==> src/rtl/light_package.sv <==
// Shared light/phase types for the intersection controllers.
//   colors      : per-light colour, RED encodes as zero so an all-zero bus is all red.
//   tlc_phase_t : phase of the shared green/yellow/all-red sequencer.
//   tlc_max     : maximum of two values, usable in constant expressions.
//   tlc_ctr_w   : width needed to hold the largest of four cycle counts.
package light_package;

  typedef enum logic [1:0] {
    RED    = 2'd0,
    YELLOW = 2'd1,
    GREEN  = 2'd2
  } colors;

  typedef enum logic [1:0] {
    PH_GREEN  = 2'd0,
    PH_YELLOW = 2'd1,
    PH_ALLRED = 2'd2
  } tlc_phase_t;

  function automatic int unsigned tlc_max(input int unsigned a, input int unsigned b);
    return (a > b) ? a : b;
  endfunction

  // The +1 keeps $clog2 from returning zero when every count is 1.
  function automatic int unsigned tlc_ctr_w(input int unsigned a, input int unsigned b,
                                            input int unsigned c, input int unsigned d);
    return $clog2(tlc_max(tlc_max(a, b), tlc_max(c, d)) + 1);
  endfunction

endpackage

==> src/rtl/tlc_rr_arbiter.sv <==
// Combinational round-robin pick over N_DIR request lines.
//   req_i         : request per channel, bit i is channel i.
//   last_i        : channel granted most recently; searched last.
//   grant_valid_o : at least one request is set.
//   grant_dir_o   : first requesting channel after last_i, wrapping around.
module tlc_rr_arbiter #(
  parameter  int unsigned N_DIR = 3,
  localparam int unsigned DIR_W = $clog2(N_DIR)
) (
  input  logic [N_DIR-1:0] req_i,
  input  logic [DIR_W-1:0] last_i,
  output logic             grant_valid_o,
  output logic [DIR_W-1:0] grant_dir_o
);

  always_comb begin
    grant_valid_o = 1'b0;
    grant_dir_o   = last_i;
    // Walk from the farthest offset to the nearest so the nearest requester wins.
    for (int off = int'(N_DIR); off >= 1; off--) begin
      int idx;
      idx = (int'(last_i) + off) % int'(N_DIR);
      if (req_i[idx]) begin
        grant_valid_o = 1'b1;
        grant_dir_o   = DIR_W'(idx);
      end
    end
  end

endmodule

==> src/rtl/traffic_light_controller_n.sv <==
// N-direction traffic light controller with one shared green/yellow/all-red sequencer,
// round-robin direction selection and a level-sensitive emergency preempt.
//   clk           : clock.
//   reset         : synchronous, active-high reset.
//   sensor_i      : traffic present per direction.
//   preempt_req_i : emergency preempt request.
//   preempt_dir_i : direction to serve while preempting; out-of-range values are ignored.
//   lights_o      : colour per direction (light_package::colors encoding).
//   active_dir_o  : direction owning the current or most recent green.
//   phase_o       : current sequencer phase.
module traffic_light_controller_n
  import light_package::*;
#(
  parameter  int unsigned N_DIR      = 3,
  parameter  int unsigned IDLE_TO    = 5,
  parameter  int unsigned MAX_GREEN  = 10,
  parameter  int unsigned YELLOW_CYC = 2,
  parameter  int unsigned ALLRED_CYC = 1,
  localparam int unsigned DIR_W      = $clog2(N_DIR)
) (
  input  logic                  clk,
  input  logic                  reset,
  input  logic [N_DIR-1:0]      sensor_i,
  input  logic                  preempt_req_i,
  input  logic [DIR_W-1:0]      preempt_dir_i,
  output logic [N_DIR-1:0][1:0] lights_o,
  output logic [DIR_W-1:0]      active_dir_o,
  output tlc_phase_t            phase_o
);

  localparam int unsigned CTR_W = tlc_ctr_w(IDLE_TO, MAX_GREEN, YELLOW_CYC, ALLRED_CYC);
  localparam logic [CTR_W-1:0] CTR_ONE     = CTR_W'(1);
  localparam logic [CTR_W-1:0] IDLE_LAST   = CTR_W'(IDLE_TO - 1);
  localparam logic [CTR_W-1:0] MAX_LAST    = CTR_W'(MAX_GREEN - 1);
  localparam logic [CTR_W-1:0] YELLOW_LAST = CTR_W'(YELLOW_CYC - 1);
  localparam logic [CTR_W-1:0] ALLRED_LAST = CTR_W'(ALLRED_CYC - 1);

  tlc_phase_t             phase_q, phase_d;
  logic [DIR_W-1:0]       active_dir_q, active_dir_d;
  logic [CTR_W-1:0]       idle_ctr_q, idle_ctr_d;
  logic [CTR_W-1:0]       max_ctr_q, max_ctr_d;
  logic [CTR_W-1:0]       phase_ctr_q, phase_ctr_d;
  // Set once the all-red minimum has elapsed; reset sets it so the first edge can grant.
  logic                   allred_met_q, allred_met_d;
  logic [N_DIR-1:0][1:0]  lights_q, lights_d;

  logic                   pre_valid;
  logic                   own_req;
  logic                   other_req;
  logic                   rr_valid;
  logic [DIR_W-1:0]       rr_dir;
  logic                   allred_ok;

  tlc_rr_arbiter #(
    .N_DIR(N_DIR)
  ) u_rr_arbiter (
    .req_i        (sensor_i),
    .last_i       (active_dir_q),
    .grant_valid_o(rr_valid),
    .grant_dir_o  (rr_dir)
  );

  always_comb begin
    pre_valid = preempt_req_i && (32'(preempt_dir_i) < N_DIR);
    own_req   = 1'b0;
    other_req = 1'b0;
    for (int i = 0; i < int'(N_DIR); i++) begin
      if (DIR_W'(i) == active_dir_q) begin
        own_req = own_req | sensor_i[i];
      end else begin
        other_req = other_req | sensor_i[i];
      end
    end
    allred_ok = allred_met_q || (phase_ctr_q == ALLRED_LAST);
  end

  always_comb begin
    phase_d      = phase_q;
    active_dir_d = active_dir_q;
    idle_ctr_d   = idle_ctr_q;
    max_ctr_d    = max_ctr_q;
    phase_ctr_d  = phase_ctr_q;
    allred_met_d = allred_met_q;

    unique case (phase_q)
      PH_GREEN: begin
        if (pre_valid && (preempt_dir_i != active_dir_q)) begin
          phase_d     = PH_YELLOW;
          idle_ctr_d  = '0;
          max_ctr_d   = '0;
          phase_ctr_d = '0;
        end else if (pre_valid) begin
          // Preempt already owns the green: hold it with the timers parked.
          idle_ctr_d = '0;
          max_ctr_d  = '0;
        end else if ((idle_ctr_q == IDLE_LAST) || (max_ctr_q == MAX_LAST)) begin
          phase_d     = PH_YELLOW;
          idle_ctr_d  = '0;
          max_ctr_d   = '0;
          phase_ctr_d = '0;
        end else begin
          // Both timers latch on once started, even if the triggering condition clears.
          if (!own_req || (idle_ctr_q != '0)) begin
            idle_ctr_d = idle_ctr_q + CTR_ONE;
          end
          if ((own_req && other_req) || (max_ctr_q != '0)) begin
            max_ctr_d = max_ctr_q + CTR_ONE;
          end
        end
      end

      PH_YELLOW: begin
        if (phase_ctr_q == YELLOW_LAST) begin
          phase_d      = PH_ALLRED;
          phase_ctr_d  = '0;
          allred_met_d = 1'b0;
        end else begin
          phase_ctr_d = phase_ctr_q + CTR_ONE;
        end
      end

      PH_ALLRED: begin
        if (!allred_ok) begin
          phase_ctr_d = phase_ctr_q + CTR_ONE;
        end else begin
          allred_met_d = 1'b1;
          if (pre_valid || rr_valid) begin
            phase_d      = PH_GREEN;
            active_dir_d = pre_valid ? preempt_dir_i : rr_dir;
            phase_ctr_d  = '0;
            idle_ctr_d   = '0;
            max_ctr_d    = '0;
          end
        end
      end

      default: begin
        phase_d      = PH_ALLRED;
        phase_ctr_d  = '0;
        allred_met_d = 1'b1;
      end
    endcase
  end

  // Lights are decoded from the next state so they register alongside the phase.
  always_comb begin
    lights_d = '0;
    for (int i = 0; i < int'(N_DIR); i++) begin
      if (DIR_W'(i) == active_dir_d) begin
        if (phase_d == PH_GREEN) begin
          lights_d[i] = GREEN;
        end else if (phase_d == PH_YELLOW) begin
          lights_d[i] = YELLOW;
        end
      end
    end
  end

  always_ff @(posedge clk) begin
    if (reset) begin
      phase_q      <= PH_ALLRED;
      active_dir_q <= DIR_W'(N_DIR - 1);
      idle_ctr_q   <= '0;
      max_ctr_q    <= '0;
      phase_ctr_q  <= '0;
      allred_met_q <= 1'b1;
      lights_q     <= '0;
    end else begin
      phase_q      <= phase_d;
      active_dir_q <= active_dir_d;
      idle_ctr_q   <= idle_ctr_d;
      max_ctr_q    <= max_ctr_d;
      phase_ctr_q  <= phase_ctr_d;
      allred_met_q <= allred_met_d;
      lights_q     <= lights_d;
    end
  end

  assign lights_o     = lights_q;
  assign active_dir_o = active_dir_q;
  assign phase_o      = phase_q;

endmodule

==> config.mk <==
export PLATFORM = sky130hd
export DESIGN_NAME = traffic_light_controller_n
export DESIGN_NICKNAME = d
export VERILOG_FILES = /design/src/rtl/light_package.sv /design/src/rtl/tlc_rr_arbiter.sv /design/src/rtl/traffic_light_controller_n.sv
export SDC_FILE = /design/constraint.sdc
export NUM_CORES = 1
export LEC_CHECK = 0
export CORE_MARGIN = 2
export CORE_UTILIZATION = 40
export CTS_CLUSTER_SIZE = 30
export DETAILED_ROUTE_END_ITERATION = 8
export HOLD_SLACK_MARGIN = 0.05
export PLACE_DENSITY = 0.66
export SETUP_SLACK_MARGIN = 0.15
export SLEW_MARGIN = 20
export SYNTH_ARGS = -nofsm -noshare
export SYNTH_HDL_FRONTEND = slang
export SYNTH_HIERARCHICAL = 1
export SYNTH_SLANG_ARGS = --single-unit
export TNS_END_PERCENT = 1
==> constraint.sdc <==
create_clock -name clk -period 2.35 [get_ports clk]
set_input_delay 0.235 -clock clk [delete_from_list [all_inputs] [get_ports clk]]
set_output_delay 0.235 -clock clk [all_outputs]
set_load 0.02 [all_outputs]
==> metrics <==
Avg WL per Cell=about 14 um; worst hold path class=flop to flop; Final Hold Viols=0; Max-slew headroom=70.0%; Slew Limit Fails=0; register area share after synthesis=26.7%; Synth Flop Type=dfxtp_1; DRC errors left=0; first-pass GRT wire length=7.02 mm; I/O pin total=18; share of the synthesized area in the top cell type=between 20% and 30%; Worst setup SP type=flop; Non-Filler Instances=approximately 280; Post-Route WL=4.03 mm; Synth Instances=around 200; crit path max fanout=5; RSZ-0062 raised after global routing=yes; critical path's most frequent cell=inv_1; failing checks=setup timing; Max Clk Rate=around 420 MHz; Worst EP arrival=around 2600 ps; #FFs+latches synth=23; fin util=52.9%; Syn Nets=228; clock skew=roughly 5.4 ps; VDD IR max=roughly 0.00032 V; htree depth=1; total power=around 1.3 mW; DR vias=about 1,600; Clk pwr share=20.4%; Synth area leader=dfxtp_1; input/output buffers=17; # Post-CTS Setup Buffers=0; Routed Antenna Nets=0; Fillers=a little under 400; Async SR Flop Fraction=0%; Lkg Pwr=0.805 nW; row count=23; mapped cell area=approximately 1700 sq um; clk sinks=23; DR iter-0 viols=71; routing usage on met3=between 3 and 4%; worst slew pin tran=448 ps; TritonCTS clock tree=yes; sw power=~0.48 mW; clock transition at the registers of the reported paths=90 ps; Worst setup EP type=flop; synth-to-layout area growth=25.5%; Die Footprint=4850 sq um; Pwr Density=roughly 590 nW/um^2; Crit path required time=between 2000 and 3000 ps; largest net degree at the start of global routing=15; Core Footprint=~4100 sq um; DIE WIDTH=between 60 and 70 um; CP peak stage delay=between 300 and 400 ps; mean area per synthesized cell=around 8.5 sq um; GPL Wtd Cong=0.844; switching share of power=between 30% and 40%; DP HPWL=3.11 mm; die height=69.7 um; final period utilization=102%; most common cell in the netlist=inv_1; initial antenna violation count=0; vias in the first global route=~1,600; Synth top cells by count=27 x inv_1, 23 x dfxtp_1, 16 x ha_1; Logic pwr share=between 40% and 50%; Warnings, synthesis=6; maximum clock insertion buffer count=2; gr busiest metal=met2; Via-to-Cell Ratio=between 5 and 6; Internal Dissipation=about 0.8 mW; Inserted Clock Buffers=3; GRT met2 Usage=28.8%; Tmin final=between 2000 and 2500 ps; # diodes=0; WS Path Type=flop to flop; number of max-cap violations=0; Cell variety after synth=60; worst skew pair latency=~270 ps; number of flops mapped to enable cells by yosys=0; First-pass DRT Iterations=5; largest cells by area after synthesis=dfxtp_1 27%, ha_1 12%, inv_1 5.9%; layout cell share with drive strength beyond 1=between 10% and 20%; slowest CP cell=dfxtp_4; outcome=complete, but fails checks; Final Setup Violations=1; worst hold margin=496 ps; gr usage total=between 10% and 20%; Final WS setup=-44.3 ps; Initial Util=between 40% and 50%; crit path cell chain=inv_1, ha_2, or3b_1, a22oi_2, o221a_1, a31o_1, inv_1, a21oi_2, mux2i_4, or3_4, nor4_1; register share of total power=34.6%; Root Buffer=clkbuf_8; GR Util met1=roughly 23%; grt total ovfl=0; nets=~260; Placed Instances=278
[path summary, 6_finish.rpt]
kind	slack [ps]	start	end	depth (start not counted)
setup / recovery	-40	active_dir_o[1]	lights_o[5]	11
hold / removal	500	idle_ctr_q[3]	idle_ctr_q[3]	1
setup reg to reg	-40	active_dir_o[1]	lights_o[5]	11
hold reg to reg	500	idle_ctr_q[3]	idle_ctr_q[3]	1
[power by group through the flow]
stage | clock network (mW) | registers, mW | logic (mW)
after global routing | 0.281 | 0.448 | 0.634
after global placement | 0 | 0.453 | 0.547
after CTS | 0.267 | 0.445 | 0.551
final | 0.262 | 0.443 | 0.575
after floorplan | 0 | 0.485 | 0.361
after detailed placement | 0 | 0.454 | 0.549
[state kept, by name, summed over array words and instances, names as in the netlist]
| name | count |
|---|---|
| allred_met_q | 1 |
| phase_o | 2 |
| phase_ctr_q | 4 |
| lights_o | 6 |
| active_dir_o | 2 |
| max_ctr_q | 4 |
| idle_ctr_q | 4 |
[kinds of logic (layout without fill, tap and decap cells)]
logic type / Yosys count / after routing / synth area share (%)
buf+inv: 30 / 58 / 7.26
flops: 23 / 23 / 26.7
xor+xnor: 1 / 1 / 0.508
simple gates: 70 / 70 / 24.8
fa+ha+maj: 16 / 16 / 11.6
compound gates: 60 / 60 / 26.7
mux: 4 / 4 / 2.39
[placed cells by master (no fill, tap or decap), types with 2 or more instances in the layout]
cell and n:
dfxtp_4 2, o2111ai_1 2, or3_4 2, o41ai_1 2, nand2b_1 5, o21ai_1 3, ha_1 13, o32ai_1 3
nand3b_1 3, a21oi_2 2, o21ai_0 8, nor2b_1 2, nand3_1 11, a21boi_0 4, buf_4 10, a211oi_2 2
a21oi_1 10, nand2_1 9, or2b_1 2, o311ai_0 2, nor4bb_1 2, clkbuf_8 3, ha_2 2, nor4_1 3
nand4_1 6, inv_1 26, or3_1 2, mux2i_1 2, clkdlybuf4s50_1 17, nor2_1 6, dfxtp_1 21, a22o_1 2
nor3_1 3
[repair_timing]
action                                  CTS  global route
endpoints found under the setup margin   12            22
gates resized for setup                   1             7
hold buffers                              0             0
pin swaps                                 1             2
[area by class of cell]
cell class / count / area (sq um) / share of cell area [%]
clock buffer: 3 / 41.3 / 1.91
clock inverter: 1 / 7.51 / 0.347
inverter: 27 / 104 / 4.80
timing repair buffer: 27 / 245 / 11.3
tap: 50 / 62.6 / 2.89
multi-input combinational: 151 / 1230 / 57.1
sequential: 23 / 468 / 21.6
[metrics by stage]
stage                     TNS, ps  setup WS, ps  area [sq um]
after floorplan                 0          81.6          1800
after global placement       -498         -87.4          2080
after detailed placement     -516          -102          2080
after CTS                       0          22.4          2130
after global routing         -925          -164          2160
final                       -44.3         -44.3          2160
[per-layer routing]
metal	share of wire, %	wire length, um
met2	50	2000
met1	46	1870
met5	0	0
met4	0.84	34
met3	3.1	126
[worst max-delay path, delay by kind of cell, from the launching register on]
kind / cells / cell delay [ps]
simple gates: 3 / 910
buf+inv: 2 / 100
fa+ha+maj: 1 / 190
flops: 1 / 390
compound gates: 4 / 600
mux: 1 / 100
(Power assumes the default switching activity.)
==> RTL change 1, RTL diff (same settings) <==
Remove the register `lights_q`: a continuous assignment takes its place, so the output `lights_o` follows one clock earlier.
--- a/src/rtl/traffic_light_controller_n.sv
+++ b/src/rtl/traffic_light_controller_n.sv
@@ -165,5 +165,4 @@
       phase_ctr_q  <= '0;
       allred_met_q <= 1'b1;
-      lights_q     <= '0;
     end else begin
       phase_q      <= phase_d;
@@ -173,7 +172,8 @@
       phase_ctr_q  <= phase_ctr_d;
       allred_met_q <= allred_met_d;
-      lights_q     <= lights_d;
     end
   end
+
+  assign lights_q = lights_d;
 
   assign lights_o     = lights_q;
Formal check against the unedited RTL: not equivalent (a bounded check fails within 4 cycles, from zero or initial values and one cycle with reset high).
==> RTL change 1 against the unedited design <==
The flow still finishes with violations (negative setup slack). Sequential share of layout area is 8.9 points lower. Critical path depth decreased by 2. Sequential cell count fell by 6. Routed wire length up 21%. Area after synthesis fell by 6.5%. Combinational power increased by 81%. Design area up 26%. Cell count rose by 20%. Worst setup slack lost 370 ps. Clock power decreased by 16%. Largest cell class unchanged. First-iteration DRC count is 23% lower. Synthesized cell count up 0.98%. Total power is 24% higher.
==> RTL change 1: results (changes against the unedited design) <==
| Result | This run | Unit | vs unedited |
|---|---|---|---|
| Outcome | finished, violations left | - |  |
| Failing checks | negative setup slack | - |  |
| Count of endpoints failing setup in the final report | 14 | - | +13 |
| Wire length of the first global-routing pass | 7.76 | mm | +11% |
| Yosys cell types | 58 | - | -3.3% |
| Area taken by multi-input logic gates | 0.00147 | mm^2 | +19% |
| CTS-repair resized insts | 76 | - | +75 |
| Peak supply drop | 0.275 | mV | -15% |
| Total track usage | 22.1 | % | +4.8 points |
| Slowest CP cell | or4_4 | - |  |
| Share of final-layout standard cells stronger than drive strength 1 | 44.6 | % | +26 points |
| Vias per cell | 5.34 | - | -6.3% |
| Initial detailed-routing violation count | 55 | - | -23% |
| Leading cell types by count after synthesis | inv_1 (24), dfxtp_1 (17), ha_1 (16), nand2_1 (14) | - |  |
| Cells taking the most area after synthesis | dfxtp_1 (21%), ha_1 (12%), inv_1 (5.6%) | - |  |
| Reported net switching power | 610 | uW | +27% |
| Worst-case headroom to the max-slew limit | 68.5 | % | -1.5 points |
| Routed len/inst | 14.4 | um | +0.37% |
| Overall die width | 67.5 | um | -3.1% |
| Flip-flop and latch count after synthesis | 17 | - | -26% |
| Cell count of the worst hold path | 2 | - | +1 |
| Clock slew seen by the registers of the worst setup and hold paths | 70 | ps | -20 ps |
| Detailed placer's ending HPWL | 3.36 | mm | +8.1% |
| Number of fill cells | 291 | - | -25% |
| Clock buffers | 4 | - | +1 |
| Count of plain and timing-repair buffers | 85 | - | +210% |
| WP data arrival | 2530 | ps | -50 ps |
| XOR/XNOR share of the synthesized area | 0.543 | % | +0.035 points |
| Via count of the first global-routing pass | 1,753 | - | +11% |
| Leakage dissipation | 1.18 | nW | +47% |
| Skew-Pair Late Insertion Delay | 250 | ps | -20 ps |
| Least setup slack across all paths after layout | -417 | ps | -373 ps |
| Final-stage net count | 314 | - | +22% |
| Final clock-cell share | 1.65 | % | -0.60 points |
| Non-clock buffers, area share | 25.9 | % | +15 points |
| Sequential Power | 332 | uW | -25% |
| Multiplexer share of the synthesized area | 1.94 | % | -0.46 points |
| Number of cells traversed by the worst register-to-register path | 15 | - | +4 |
| Post-Route Skew | 0.961 | ps | -4.44 ps |
| Inverters excl. clock | 24 | - | -11% |
| Crit-path max FO | 4 | - | -1 |
| Syn_nets | 230 | - | +0.88% |
| Largest net degree at the start of global routing | 10 | - | -5 |
| Area taken by flip-flops and latches | 348 | um^2 | -26% |
| Post-synthesis share of cell area spent on full adders, half adders and majority gates | 12.4 | % | +0.80 points |
| Cell-internal power | 978 | uW | +22% |
| Fraction of the mapped netlist area in compound gates | 26.9 | % | +0.21 points |
| Comb_multi_in | 159 | - | +5.3% |
-- RTL change 1: changes by cell type in the layout (fill, tap and decap cells not counted), moves of 4 or more --
cell	change
buf_4	+56
inv_1	-5
buf_6	+5
nand4_1	-6
nor2_1	+4
nand2b_4	+4
o21ai_0	-5
dfxtp_1	-6
clkdlybuf4s50_1	-7
-- RTL change 1: kinds of logic after synthesis --
group,Yosys count
compound gates,59
xor+xnor,1
fa+ha+maj,16
buf+inv,30
flops,17
mux,3
simple gates,80
-- RTL change 1: per-stage QoR --
step | cells | worst slack [ps] | TNS (ps) | utilization [%]
2_1_floorplan | 206 | -164 | -667 | -
3_3_place_gp | 325 | -777 | -6300 | 59.1
3_5_place_dp | 325 | -839 | -7210 | 59.1
4_1_cts | 336 | -403 | -2790 | 67.4
5_1_grt | 339 | -507 | -4990 | 69.1
6_report | 339 | -417 | -3340 | 69.1
-- RTL change 1: path summary, 6_finish.rpt --
| path | slack [ps] | from | endpoint |
|---|---|---|---|
| setup / recovery | -420 | phase_ctr_q[0] | lights_o[2] |
| hold / removal | 520 | max_ctr_q[3] | max_ctr_q[3] |
| hold reg to reg | 520 | max_ctr_q[3] | max_ctr_q[3] |
| setup reg to reg | -260 | active_dir_o[0] | max_ctr_q[1] |
-- RTL change 1: worst min-delay path: cells and delay by family (launching register included) --
kind | cells | cell delay [ps]
AOI/OAI and AO/OA | 2 | 140
DFF | 1 | 330
-- RTL change 1: per-layer routing --
layer	vias up	GRT usage (%)	wire [um]	part of all wire [%]
li1	918	-	-	-
met1	852	26.9	2240	46
met2	31	39.7	2440	50
met3	8	3.83	137	2.8
met4	0	5.87	56	1.2
met5	-	0	0	0
==> RTL change 2, RTL diff (same settings) <==
Without the edit above. The parameter `YELLOW_CYC` goes from 2 to 1.
--- a/src/rtl/traffic_light_controller_n.sv
+++ b/src/rtl/traffic_light_controller_n.sv
@@ -15,5 +15,5 @@
   parameter  int unsigned IDLE_TO    = 5,
   parameter  int unsigned MAX_GREEN  = 10,
-  parameter  int unsigned YELLOW_CYC = 2,
+  parameter  int unsigned YELLOW_CYC = 1,
   parameter  int unsigned ALLRED_CYC = 1,
   localparam int unsigned DIR_W      = $clog2(N_DIR)
Function: changed (Yosys sat finds a counterexample within 4 cycles, from zero or initial values and one cycle with reset high).
==> RTL change 2 against the unedited design <==
Combinational power grew 26%. Worst setup slack gained 160 ps. Routed wire length shrank 1.1%. Critical endpoint is now phase_ctr_q[2]. Largest cell class unchanged. Largest power group unchanged. Design area grew 8.5%. Area after synthesis grew 0.22%. Sequential cell count is the same. Total power grew 11%. Sequential power is essentially flat.
==> RTL change 2: results (changes against the unedited design) <==
| Result | This run | Unit | vs unedited |
|---|---|---|---|
| Outcome | finished, final reports clean | - |  |
| Overflow after GRT | 0 | - | unchanged |
| Placed Cells | 303 | - | +9.0% |
| Share of flip-flops with an asynchronous set or reset after synthesis | 0 | % | unchanged |
| Number of cells traversed by the worst register-to-register path | 12 | - | +1 |
| Vias per cell | 5.39 | - | -5.3% |
| Max FFs per register | 6 | - | unchanged |
| Syn_nets | 237 | - | +3.9% |
| Leading cell types by count after synthesis | inv_1 (25), dfxtp_1 (23), ha_1 (15), nand2_1 (14), nor2_1 (14) | - |  |
| Largest net degree at the start of global routing | 15 | - | unchanged |
| Number of fill cells | 378 | - | -2.8% |
| Drt pass-1 iters | 4 | - | -1 |
| Detailed placer's ending HPWL | 3.01 | mm | -3.2% |
| Cell count of the worst hold path | 2 | - | +1 |
| Via count of the first global-routing pass | 1,602 | - | +1.1% |
| Number of non-filler instances in the completed layout | 310 | - | +9.9% |
| Routability congestion estimate from global placement | 0.863 | - | +2.2% |
| Total track usage | 16.8 | % | -0.42 points |
| Number of buffers inserted by port buffering | 17 | - | unchanged |
| Category of cells accounting for the largest share of critical-path delay | compound AO/OA/AOI/OAI gates | - |  |
| Average size of a mapped cell | 8.07 | um^2 | -4.5% |
| Path class of the lowest-slack min-delay path | flop to flop | - |  |
| Share of final-layout standard cells stronger than drive strength 1 | 24.6 | % | +6.1 points |
| Post-Route Skew | 5.54 | ps | +0.143 ps |
| DP Worst Slack | -131 | ps | -28.6 ps |
| Number of synthesis warnings | 6 | - | unchanged |
| Clock slew seen by the registers of the worst setup and hold paths | 90 | ps | about the same |
| Longest individual stage delay on the worst path | 380 | ps |  |
| Buffer depth of the longest clock path | 2 | - | unchanged |
| Yosys cell types | 59 | - | -1.7% |
| Wire length of the first global-routing pass | 7.06 | mm | +0.48% |
| Cells taking the most area after synthesis | dfxtp_1 (27%), ha_1 (11%), inv_1 (5.4%) | - |  |
| Seq/Total Area, Yosys | 26.6 | % | -0.058 points |
| Leakage dissipation | 0.982 | nW | +22% |
| Final-stage net count | 284 | - | +11% |
| Data required, critical path | 2520 | ps | about the same |
| Initial detailed-routing violation count | 105 | - | +48% |
| Routed len/inst | 12.9 | um | -10% |
| Slew at the pin closest to its max-slew limit | 551 | ps | +102 ps |
| Crit-path max FO | 5 | - | unchanged |
| Skew-Pair Late Insertion Delay | 270 | ps | about the same |
| H-tree levels | 1 | - | unchanged |
| Final antenna diode count | 0 | - | unchanged |
| Cell area after placement | 0.00218 | mm^2 | +4.4% |
| Peak supply drop | 0.264 | mV | -19% |
RTL change 2: routing by layer:
layer  up-vias  global-route usage [%]  routed length (um)
met5         -                       0                   0
met4         0                    2.56                  13
met3         2                    2.33                  88
met2        16                    27.1                1860
met1       776                    24.4                2030
li1        878                       -                   -
RTL change 2: stage by stage:
stage	utilization, %	TNS (ps)
floorplan	-	0
global placement	53.3	-782
detailed placement	53.3	-1520
CTS	55.8	0
global route	57.4	0
finish	57.4	0
RTL change 2: worst paths after layout:
| kind | from | to | slack, ps |
|---|---|---|---|
| max | active_dir_o[0] | phase_ctr_q[2] | 120 |
| min reg2reg | idle_ctr_q[1] | idle_ctr_q[1] | 510 |
| min | idle_ctr_q[1] | idle_ctr_q[1] | 510 |
| max reg2reg | active_dir_o[0] | phase_ctr_q[2] | 120 |
RTL change 2: power breakdown:
| group | total [mW] | internal (mW) | switching (mW) |
|---|---|---|---|
| logic | 0.722 | 0.372 | 0.350 |
| clock network | 0.260 | 0.121 | 0.139 |
| registers | 0.442 | 0.418 | 0.0241 |
| total | 1.42 | 0.911 | 0.513 |
RTL change 2: cell type report:
class	count	share of cell area, %
Clock buffer	3	1.76
Clock inverter	1	0.267
Inverter	25	4.00
Multi-Input combinational cell	161	54.4
Sequential cell	23	19.9
Tap cell	50	2.67
Timing Repair Buffer	47	17.0
RTL change 2: worst reg2reg max path, delay by kind of cell, from the launching register on:
kind                     cells  cell delay [ps]
AO/OA/AOI/OAI                6              990
adder cells (fa/ha/maj)      1              160
buffers and inverters        2              170
flip-flops                   1              380
AND/OR/NAND/NOR              3              440
RTL change 2: what timing repair did:
item                       CTS  global route
resized for setup            8            11
setup endpoints to repair   18            20
pin swaps                    8             6
setup buffers                2             1
RTL change 2: cell families (layout without fill, tap and decap cells):
logic type / Yosys count / after routing / share of synthesized area (%)
adders and majority gates: 15 / 15 / 10.9
DFF: 23 / 23 / 26.6
muxes: 5 / 5 / 2.97
and+or+nand+nor: 75 / 75 / 23.8
buffers and inverters: 30 / 76 / 6.66
AOI/OAI and AO/OA: 65 / 65 / 28.5
xor gates and xnor gates: 1 / 1 / 0.507
